`config.mk`:
```
export PLATFORM = sky130hd
export DESIGN_NAME = rv_encoder
export DESIGN_NICKNAME = d
export VERILOG_FILES = /design/src/rtl/rv_pkg.sv /design/src/rtl/rv_enc_fmt.sv /design/src/rtl/rv_encoder.sv
export SDC_FILE = /design/constraint.sdc
export NUM_CORES = 1
export LEC_CHECK = 0
export CORE_MARGIN = 2
export CORE_UTILIZATION = 50
export DETAILED_ROUTE_END_ITERATION = 8
export PLACE_DENSITY = 0.81
export SETUP_SLACK_MARGIN = 0.4
export SYNTH_ARGS = -nofsm -noshare
export SYNTH_HDL_FRONTEND = slang
export SYNTH_SLANG_ARGS = --single-unit
```
`constraint.sdc`:
```
create_clock -name clk_i -period 4.8 [get_ports clk_i]
set_input_delay 1.2 -clock clk_i [delete_from_list [all_inputs] [get_ports clk_i]]
set_output_delay 1.2 -clock clk_i [all_outputs]
set_load 0.05 [all_outputs]
```
`src/rtl/rv_pkg.sv`:
```
// Shared encodings for the RV32I field-level encoder: request op codes,
// base opcodes, funct fields and the field-packing helpers.
package rv_pkg;

    typedef enum logic [3:0] {
        OP_ADD  = 4'd0,
        OP_SUB  = 4'd1,
        OP_AND  = 4'd2,
        OP_OR   = 4'd3,
        OP_ADDI = 4'd4,
        OP_LW   = 4'd5,
        OP_SW   = 4'd6,
        OP_BEQ  = 4'd7,
        OP_LUI  = 4'd8,
        OP_LI   = 4'd9
    } enc_op_e;

    typedef enum logic [1:0] {
        ST_IDLE     = 2'd0,
        ST_HOLD     = 2'd1,
        ST_HOLD_LUI = 2'd2
    } enc_state_e;

    localparam logic [6:0] OPC_OP     = 7'b0110011;
    localparam logic [6:0] OPC_OP_IMM = 7'b0010011;
    localparam logic [6:0] OPC_LOAD   = 7'b0000011;
    localparam logic [6:0] OPC_STORE  = 7'b0100011;
    localparam logic [6:0] OPC_BRANCH = 7'b1100011;
    localparam logic [6:0] OPC_LUI    = 7'b0110111;

    localparam logic [2:0] F3_ADD_SUB = 3'b000;
    localparam logic [2:0] F3_AND     = 3'b111;
    localparam logic [2:0] F3_OR      = 3'b110;
    localparam logic [2:0] F3_WORD    = 3'b010;
    localparam logic [2:0] F3_BEQ     = 3'b000;

    localparam logic [6:0] F7_BASE = 7'b0000000;
    localparam logic [6:0] F7_SUB  = 7'b0100000;

    localparam logic [31:0] NOP_INSTR = 32'h0000_0013;

    function automatic logic [31:0] enc_i_type(
        input logic [11:0] imm,
        input logic [4:0]  rs1,
        input logic [2:0]  f3,
        input logic [4:0]  rd,
        input logic [6:0]  opc
    );
        return {imm, rs1, f3, rd, opc};
    endfunction

    // True when the value sign-extends from 12 bits, i.e. lies in [-2048, 2047].
    function automatic logic fits_simm12(input logic [31:0] imm);
        return (imm[31:11] == {21{1'b0}}) || (imm[31:11] == {21{1'b1}});
    endfunction

    function automatic logic fits_simm13(input logic [31:0] imm);
        return (imm[31:12] == {20{1'b0}}) || (imm[31:12] == {20{1'b1}});
    endfunction

endpackage

```
`src/rtl/rv_enc_fmt.sv`:
```
// Combinational single-word formatter: packs one instruction from its fields
// and substitutes a NOP with err_o set when the request cannot be encoded.
module rv_enc_fmt
    import rv_pkg::*;
(
    input  logic [3:0]  op_i,
    input  logic [4:0]  rd_i,
    input  logic [4:0]  rs1_i,
    input  logic [4:0]  rs2_i,
    input  logic [31:0] imm_i,
    output logic [31:0] instr_o,
    output logic        err_o
);

    logic [31:0] word_s;
    logic        bad_s;

    // Field packing per op, flagging out-of-range immediates and unknown ops.
    always_comb begin
        word_s = NOP_INSTR;
        bad_s  = 1'b0;
        case (op_i)
            OP_ADD:  word_s = {F7_BASE, rs2_i, rs1_i, F3_ADD_SUB, rd_i, OPC_OP};
            OP_SUB:  word_s = {F7_SUB,  rs2_i, rs1_i, F3_ADD_SUB, rd_i, OPC_OP};
            OP_AND:  word_s = {F7_BASE, rs2_i, rs1_i, F3_AND,     rd_i, OPC_OP};
            OP_OR:   word_s = {F7_BASE, rs2_i, rs1_i, F3_OR,      rd_i, OPC_OP};
            OP_ADDI: begin
                if (fits_simm12(imm_i)) begin
                    word_s = enc_i_type(imm_i[11:0], rs1_i, F3_ADD_SUB, rd_i, OPC_OP_IMM);
                end else begin
                    bad_s = 1'b1;
                end
            end
            OP_LW: begin
                if (fits_simm12(imm_i)) begin
                    word_s = enc_i_type(imm_i[11:0], rs1_i, F3_WORD, rd_i, OPC_LOAD);
                end else begin
                    bad_s = 1'b1;
                end
            end
            OP_SW: begin
                if (fits_simm12(imm_i)) begin
                    word_s = {imm_i[11:5], rs2_i, rs1_i, F3_WORD, imm_i[4:0], OPC_STORE};
                end else begin
                    bad_s = 1'b1;
                end
            end
            OP_BEQ: begin
                // Branch offsets are halfword-aligned; bit 0 is never encoded.
                if (fits_simm13(imm_i) && (imm_i[0] == 1'b0)) begin
                    word_s = {imm_i[12], imm_i[10:5], rs2_i, rs1_i, F3_BEQ,
                              imm_i[4:1], imm_i[11], OPC_BRANCH};
                end else begin
                    bad_s = 1'b1;
                end
            end
            OP_LUI: begin
                if (imm_i[31:20] == 12'd0) begin
                    word_s = {imm_i[19:0], rd_i, OPC_LUI};
                end else begin
                    bad_s = 1'b1;
                end
            end
            default: bad_s = 1'b1;
        endcase
        instr_o = bad_s ? NOP_INSTR : word_s;
        err_o   = bad_s;
    end

endmodule

```
`src/rtl/rv_encoder.sv`:
```
// Streaming RV32I encoder: accepts field-level requests, expands LI into
// LUI+ADDI when needed and presents registered words on a valid/ready port.
module rv_encoder
    import rv_pkg::*;
#(
    parameter bit LI_COMPRESS = 1'b1
) (
    input  logic        clk_i,
    input  logic        rst_ni,
    input  logic        req_valid_i,
    output logic        req_ready_o,
    input  logic [3:0]  req_op_i,
    input  logic [4:0]  req_rd_i,
    input  logic [4:0]  req_rs1_i,
    input  logic [4:0]  req_rs2_i,
    input  logic [31:0] req_imm_i,
    output logic        instr_valid_o,
    input  logic        instr_ready_i,
    output logic [31:0] instr_o,
    output logic        instr_err_o,
    output logic        instr_last_o
);

    enc_state_e  state_q, state_d;
    logic [31:0] instr_q, instr_d;
    logic        valid_q, valid_d;
    logic        err_q,   err_d;
    logic        last_q,  last_d;
    logic [11:0] lo_q,    lo_d;
    logic [4:0]  rd_q,    rd_d;

    logic [3:0]  fmt_op_s;
    logic [4:0]  fmt_rs1_s;
    logic [31:0] fmt_imm_s;
    logic [31:0] fmt_instr_s;
    logic        fmt_err_s;
    logic        two_word_s;
    logic [19:0] li_hi_s;
    logic [31:0] addi_word_s;
    logic        accept_s;
    logic        drain_s;

    // Adding 0x800 before the >>12 only carries into bit 12 when imm[11] is set.
    assign li_hi_s     = req_imm_i[31:12] + {19'd0, req_imm_i[11]};
    assign addi_word_s = enc_i_type(lo_q, rd_q, F3_ADD_SUB, rd_q, OPC_OP_IMM);

    assign req_ready_o   = (state_q == ST_IDLE) || ((state_q == ST_HOLD) && instr_ready_i);
    assign accept_s      = req_valid_i && req_ready_o;
    assign drain_s       = valid_q && instr_ready_i;

    assign instr_valid_o = valid_q;
    assign instr_o       = instr_q;
    assign instr_err_o   = err_q;
    assign instr_last_o  = last_q;

    // Map LI onto the first word it emits; everything else passes straight through.
    always_comb begin
        fmt_op_s   = req_op_i;
        fmt_rs1_s  = req_rs1_i;
        fmt_imm_s  = req_imm_i;
        two_word_s = 1'b0;
        if (req_op_i == OP_LI) begin
            if (LI_COMPRESS && fits_simm12(req_imm_i)) begin
                fmt_op_s  = OP_ADDI;
                fmt_rs1_s = 5'd0;
            end else begin
                fmt_op_s   = OP_LUI;
                fmt_imm_s  = {12'd0, li_hi_s};
                two_word_s = !(LI_COMPRESS && (req_imm_i[11:0] == 12'd0));
            end
        end else begin
            two_word_s = 1'b0;
        end
    end

    rv_enc_fmt u_fmt (
        .op_i    (fmt_op_s),
        .rd_i    (req_rd_i),
        .rs1_i   (fmt_rs1_s),
        .rs2_i   (req_rs2_i),
        .imm_i   (fmt_imm_s),
        .instr_o (fmt_instr_s),
        .err_o   (fmt_err_s)
    );

    // Next-state and output-register logic for the word holding FSM.
    always_comb begin
        state_d = state_q;
        instr_d = instr_q;
        valid_d = valid_q;
        err_d   = err_q;
        last_d  = last_q;
        lo_d    = lo_q;
        rd_d    = rd_q;
        case (state_q)
            ST_IDLE, ST_HOLD: begin
                if (accept_s) begin
                    // In HOLD an accept implies a drain, so the new word overwrites in place.
                    instr_d = fmt_instr_s;
                    err_d   = fmt_err_s;
                    valid_d = 1'b1;
                    if (two_word_s) begin
                        state_d = ST_HOLD_LUI;
                        last_d  = 1'b0;
                        lo_d    = req_imm_i[11:0];
                        rd_d    = req_rd_i;
                    end else begin
                        state_d = ST_HOLD;
                        last_d  = 1'b1;
                    end
                end else if (drain_s) begin
                    state_d = ST_IDLE;
                    valid_d = 1'b0;
                end else begin
                    state_d = state_q;
                end
            end
            ST_HOLD_LUI: begin
                if (drain_s) begin
                    state_d = ST_HOLD;
                    instr_d = addi_word_s;
                    err_d   = 1'b0;
                    last_d  = 1'b1;
                    valid_d = 1'b1;
                end else begin
                    state_d = ST_HOLD_LUI;
                end
            end
            default: begin
                state_d = ST_IDLE;
                valid_d = 1'b0;
                err_d   = 1'b0;
                last_d  = 1'b0;
            end
        endcase
    end

    // State and output registers; reset drops any pending ADDI at once.
    always_ff @(posedge clk_i or negedge rst_ni) begin
        if (!rst_ni) begin
            state_q <= ST_IDLE;
            instr_q <= 32'd0;
            valid_q <= 1'b0;
            err_q   <= 1'b0;
            last_q  <= 1'b0;
            lo_q    <= 12'd0;
            rd_q    <= 5'd0;
        end else begin
            state_q <= state_d;
            instr_q <= instr_d;
            valid_q <= valid_d;
            err_q   <= err_d;
            last_q  <= last_d;
            lo_q    <= lo_d;
            rd_q    <= rd_d;
        end
    end

endmodule

```
==> results of run 1 <==
## placed cells by master (no fill, tap or decap), types with 2 or more instances in the layout
| cell | synthesis | layout |
|---|---|---|
| ha_1 | 3 | 3 |
| clkbuf_8 | 0 | 5 |
| a211oi_1 | 15 | 15 |
| nand4_1 | 8 | 8 |
| nor3_2 | 1 | 2 |
| clkdlybuf4s50_1 | 0 | 88 |
| buf_4 | 2 | 26 |
| nor2_1 | 66 | 66 |
| or3_1 | 2 | 2 |
| a221oi_1 | 6 | 6 |
| a31oi_1 | 5 | 5 |
| nor4_1 | 6 | 5 |
| a22oi_1 | 3 | 3 |
| a21o_1 | 4 | 4 |
| mux2i_1 | 4 | 4 |
| and2_1 | 4 | 4 |
| o21ai_0 | 27 | 27 |
| or2_2 | 3 | 3 |
| o2bb2ai_1 | 4 | 4 |
| a21oi_2 | 0 | 2 |
| nor3_1 | 9 | 8 |
| dfrtp_1 | 52 | 52 |
| o211ai_1 | 5 | 5 |
| a21oi_1 | 39 | 37 |
| and3_1 | 3 | 3 |
| xor2_1 | 9 | 9 |
| o32ai_1 | 3 | 3 |
| and4_1 | 2 | 2 |
| o22ai_1 | 7 | 7 |
| mux2_2 | 16 | 16 |
| xnor2_1 | 10 | 10 |
| nand2b_1 | 4 | 4 |
| nand3_1 | 13 | 13 |
| nor2b_1 | 4 | 4 |
| inv_1 | 7 | 7 |
| nand2_1 | 49 | 49 |
## final timing paths
kind | from | to | slack [ns] | depth (start not counted)
min | instr_o[2] | instr_o[2] | 0.50 | 2
min in group asynchronous | rst_ni | lo_q[6] | 1.00 | 2
max in group asynchronous | rst_ni | instr_o[14] | 3.37 | 2
max reg2reg | state_q[1] | instr_o[23] | 2.54 | 8
min reg2reg | instr_o[2] | instr_o[2] | 0.50 | 2
max | req_imm_i[15] | instr_o[11] | 0.53 | 10
## per-layer routing
layer	vias to the layer above	global-route usage (%)	part of all wire [%]
li1	1827	-	-
met1	1810	41.0	43
met2	203	46.7	47
met3	32	3.42	6.9
met4	0	14.0	3.8
met5	-	0	0
## final cells by class
type	instances	area (um2)	share of cell area, %
multi-input combinational	359	2220	45.6
sequential	52	1300	26.7
timing repair buffer	116	1100	22.6
tap	99	124	2.55
clock buffer	5	68.8	1.41
clock inverter	3	27.5	0.566
inverter	7	26.3	0.540
## through the flow
step	utilization [%]	worst slack, ns	area [um2]	power (uW)
floorplan	-	1.16	3650	855
global placement	66.0	0.299	4740	1050
detailed placement	66.0	0.251	4740	1060
CTS	67.4	0.582	4830	1320
global route	67.8	0.390	4860	1380
finish	67.8	0.532	4860	1320
## timing repair
item,4_1_cts,5_1_grt
buffers inserted,0,2
hold buffers,0,0
endpoints found under the setup margin,0,10
gates resized for setup,0,3
## state kept, by name, summed over array words and instances, names as in the netlist
signal         count
lo_q              12
rd_q               5
instr_last_o       1
state_q            2
instr_err_o        1
instr_valid_o      1
instr_o           30
## worst register-to-register path, delay by kind of cell, from the launching register on
family	cells	cell delay, ns
AOI/OAI and AO/OA	5	0.99
DFF	1	0.47
buffers and inverters	2	0.54
and+or+nand+nor	1	0.17
## power by group
group          switching (uW)  total [uW]  internal (uW)
sequential               44.4         556            512
clock                     157         265            107
combinational             303         498            195
total                     505        1320            814
## logic make-up (layout without fill, tap and decap cells)
group / after synthesis / count (layout)
DFF: 52 / 52
and+or+nand+nor: 182 / 182
muxes: 20 / 20
buffers and inverters: 34 / 131
xor gates and xnor gates: 19 / 19
other: 1 / 1
adders and majority gates: 3 / 3
AOI/OAI and AO/OA: 134 / 134
==> reports/results.ini, run 1 <==
[worst_setup_path]
worst-endpoint-arrival_ns = 4.48
critPathKind = in2reg
cp_top_family = compound AO/OA/AOI/OAI gates
max_stage_delay_ns = 0.62
worst_setup_path_start_kind = input port
critPathRequiredTime_ns = 5.01
critical_path.slowest_cell = or4_1
timing.critical_path.buf_inv = 1
timing.critical_path.to_type = register
worstPathCellList = clkdlybuf4s50_1, or4_1, or3_1, nand2_1, a211oi_1, a2111oi_0, a41oi_1, o2bb2ai_1, a21oi_1, nor2_1
worst-path-max-fanout = 6

[global_routing]
first_pass_grt_wire_length_um = 18300
grt_overflow = 0
grt_start_max_net_pins = 53
antenna_found_initial = 0
first_global_vias = 3733
global_route.usage.total_pct = 29.7

[synthesis]
synthesis.yosys.warnings = 0
synth.avg_cell_area_um2 = 8.21
netlist_instances = 445
synth_fp_nets = 503
synth.mux.area_fraction_pct = 6.03
synth.most_common_cell = nor2_1
synth.top_cells.by_count = nor2_1, dfrtp_1, nand2_1, a21oi_1, o21ai_0
synth_seq_cells = 52
yosys.area_share.xor_xnor_pct = 4.55
yosys.area_share.adder_pct = 1.03
leading_cell_types_by_total_area_after_synthesis = dfrtp_1, nor2_1, a21oi_1
register_area_share_after_synthesis_pct = 35.6
synth_compound_area_share_pct = 24.1
count_of_distinct_cell_types_in_the_synthesized_netlist = 62
synth-edff-count = 0
syn_area_um2 = 3650
synth_ff_type = dfrtp_1
synth-simple-area-share_pct = 24.3
synth_largest_area_cell = dfrtp_1
synth_top_family_by_area = simple AND/OR/NAND/NOR gates
synth-async-reset-ratio_pct = 100
synth_top_area_share_pct = 35.6

[placement]
port_buffers = 89
place.detailed.instances = 631
global_placement_routability_congestion = 0.970
dpl.hpwl_um = 9000

[route]
route.detailed.wl_per_inst_um = 17.9
routed-via-count = 3872
drt_iter0_drc = 268
final_antenna_net_count = 0
drt_pre_antenna_iters = 5
post-route-drc-count = 0
drt-vias-per-instance = 6.04
finalWirelength_um = 11500

[clock_tree]
clk_pin_slew_ns = 0.11
worstSkewPairLatency_ns = 0.31
cts_buffer_depth = 2
clock_sinks = 52
clock_tree.htree_level_count = 2
ctsRootBufferMaster = clkbuf_8
tritoncts.num_buffers = 5
cts_tree = yes

[sta]
hold_violations = 0
min_period_over_period_pct = 88.9
totalNegativeSetupSlack_ns = 0
clock-skew-final_ns = 0.0159
hold_slack_ns = 0.502
min_period_ns = 4.27
grt_setup_unrepaired = no
worst-slew-pin-transition_ns = 0.651
final-setup-viol-count = 0
max_clock_freq_mhz = 234
report.final.slew_viol_count = 0
timing.max_slew.rel_slack_pct = 56.6

[finish]
final_net_count = 599
drive_gt1_share_pct = 12.9
layout-area-overhead-vs-synth_pct = 33.2
antenna-diode-count = 0
non_filler_instance_count_after_layout = 641
filler_cell_count = 594

[floorplanning]
floorplan.die_area_um2 = 8010
core_area_um2 = 7180
initial_cell_density_of_the_core_pct = 50.9
dieWidth_um = 89.5
num_rows = 31
number_of_i_o_pins = 91
die_y_um = 89.5

[power]
cellLeakagePower_uw = 0.00192
peakVddDrop_uv = 133
power.density_cell_area_nw_per_um2 = 271

[min_path]
worst_hold_path_type = reg2reg

[status]
status = finished clean

[run]
cap_viol_max_count = 0

No activity file was read; power rests on OpenSTA's default activity.
==> run 2: changes to the inputs <==
--- a/config.mk
+++ b/config.mk
@@ -10,6 +10,7 @@
 export DETAILED_ROUTE_END_ITERATION = 8
 export PLACE_DENSITY = 0.81
 export SETUP_SLACK_MARGIN = 0.4
+export SLEW_MARGIN = 10
 export SYNTH_ARGS = -nofsm -noshare
 export SYNTH_HDL_FRONTEND = slang
 export SYNTH_SLANG_ARGS = --single-unit
==> results of run 2 <==
Same layout as run 1: the final DEF is identical, and so are final timing and power.
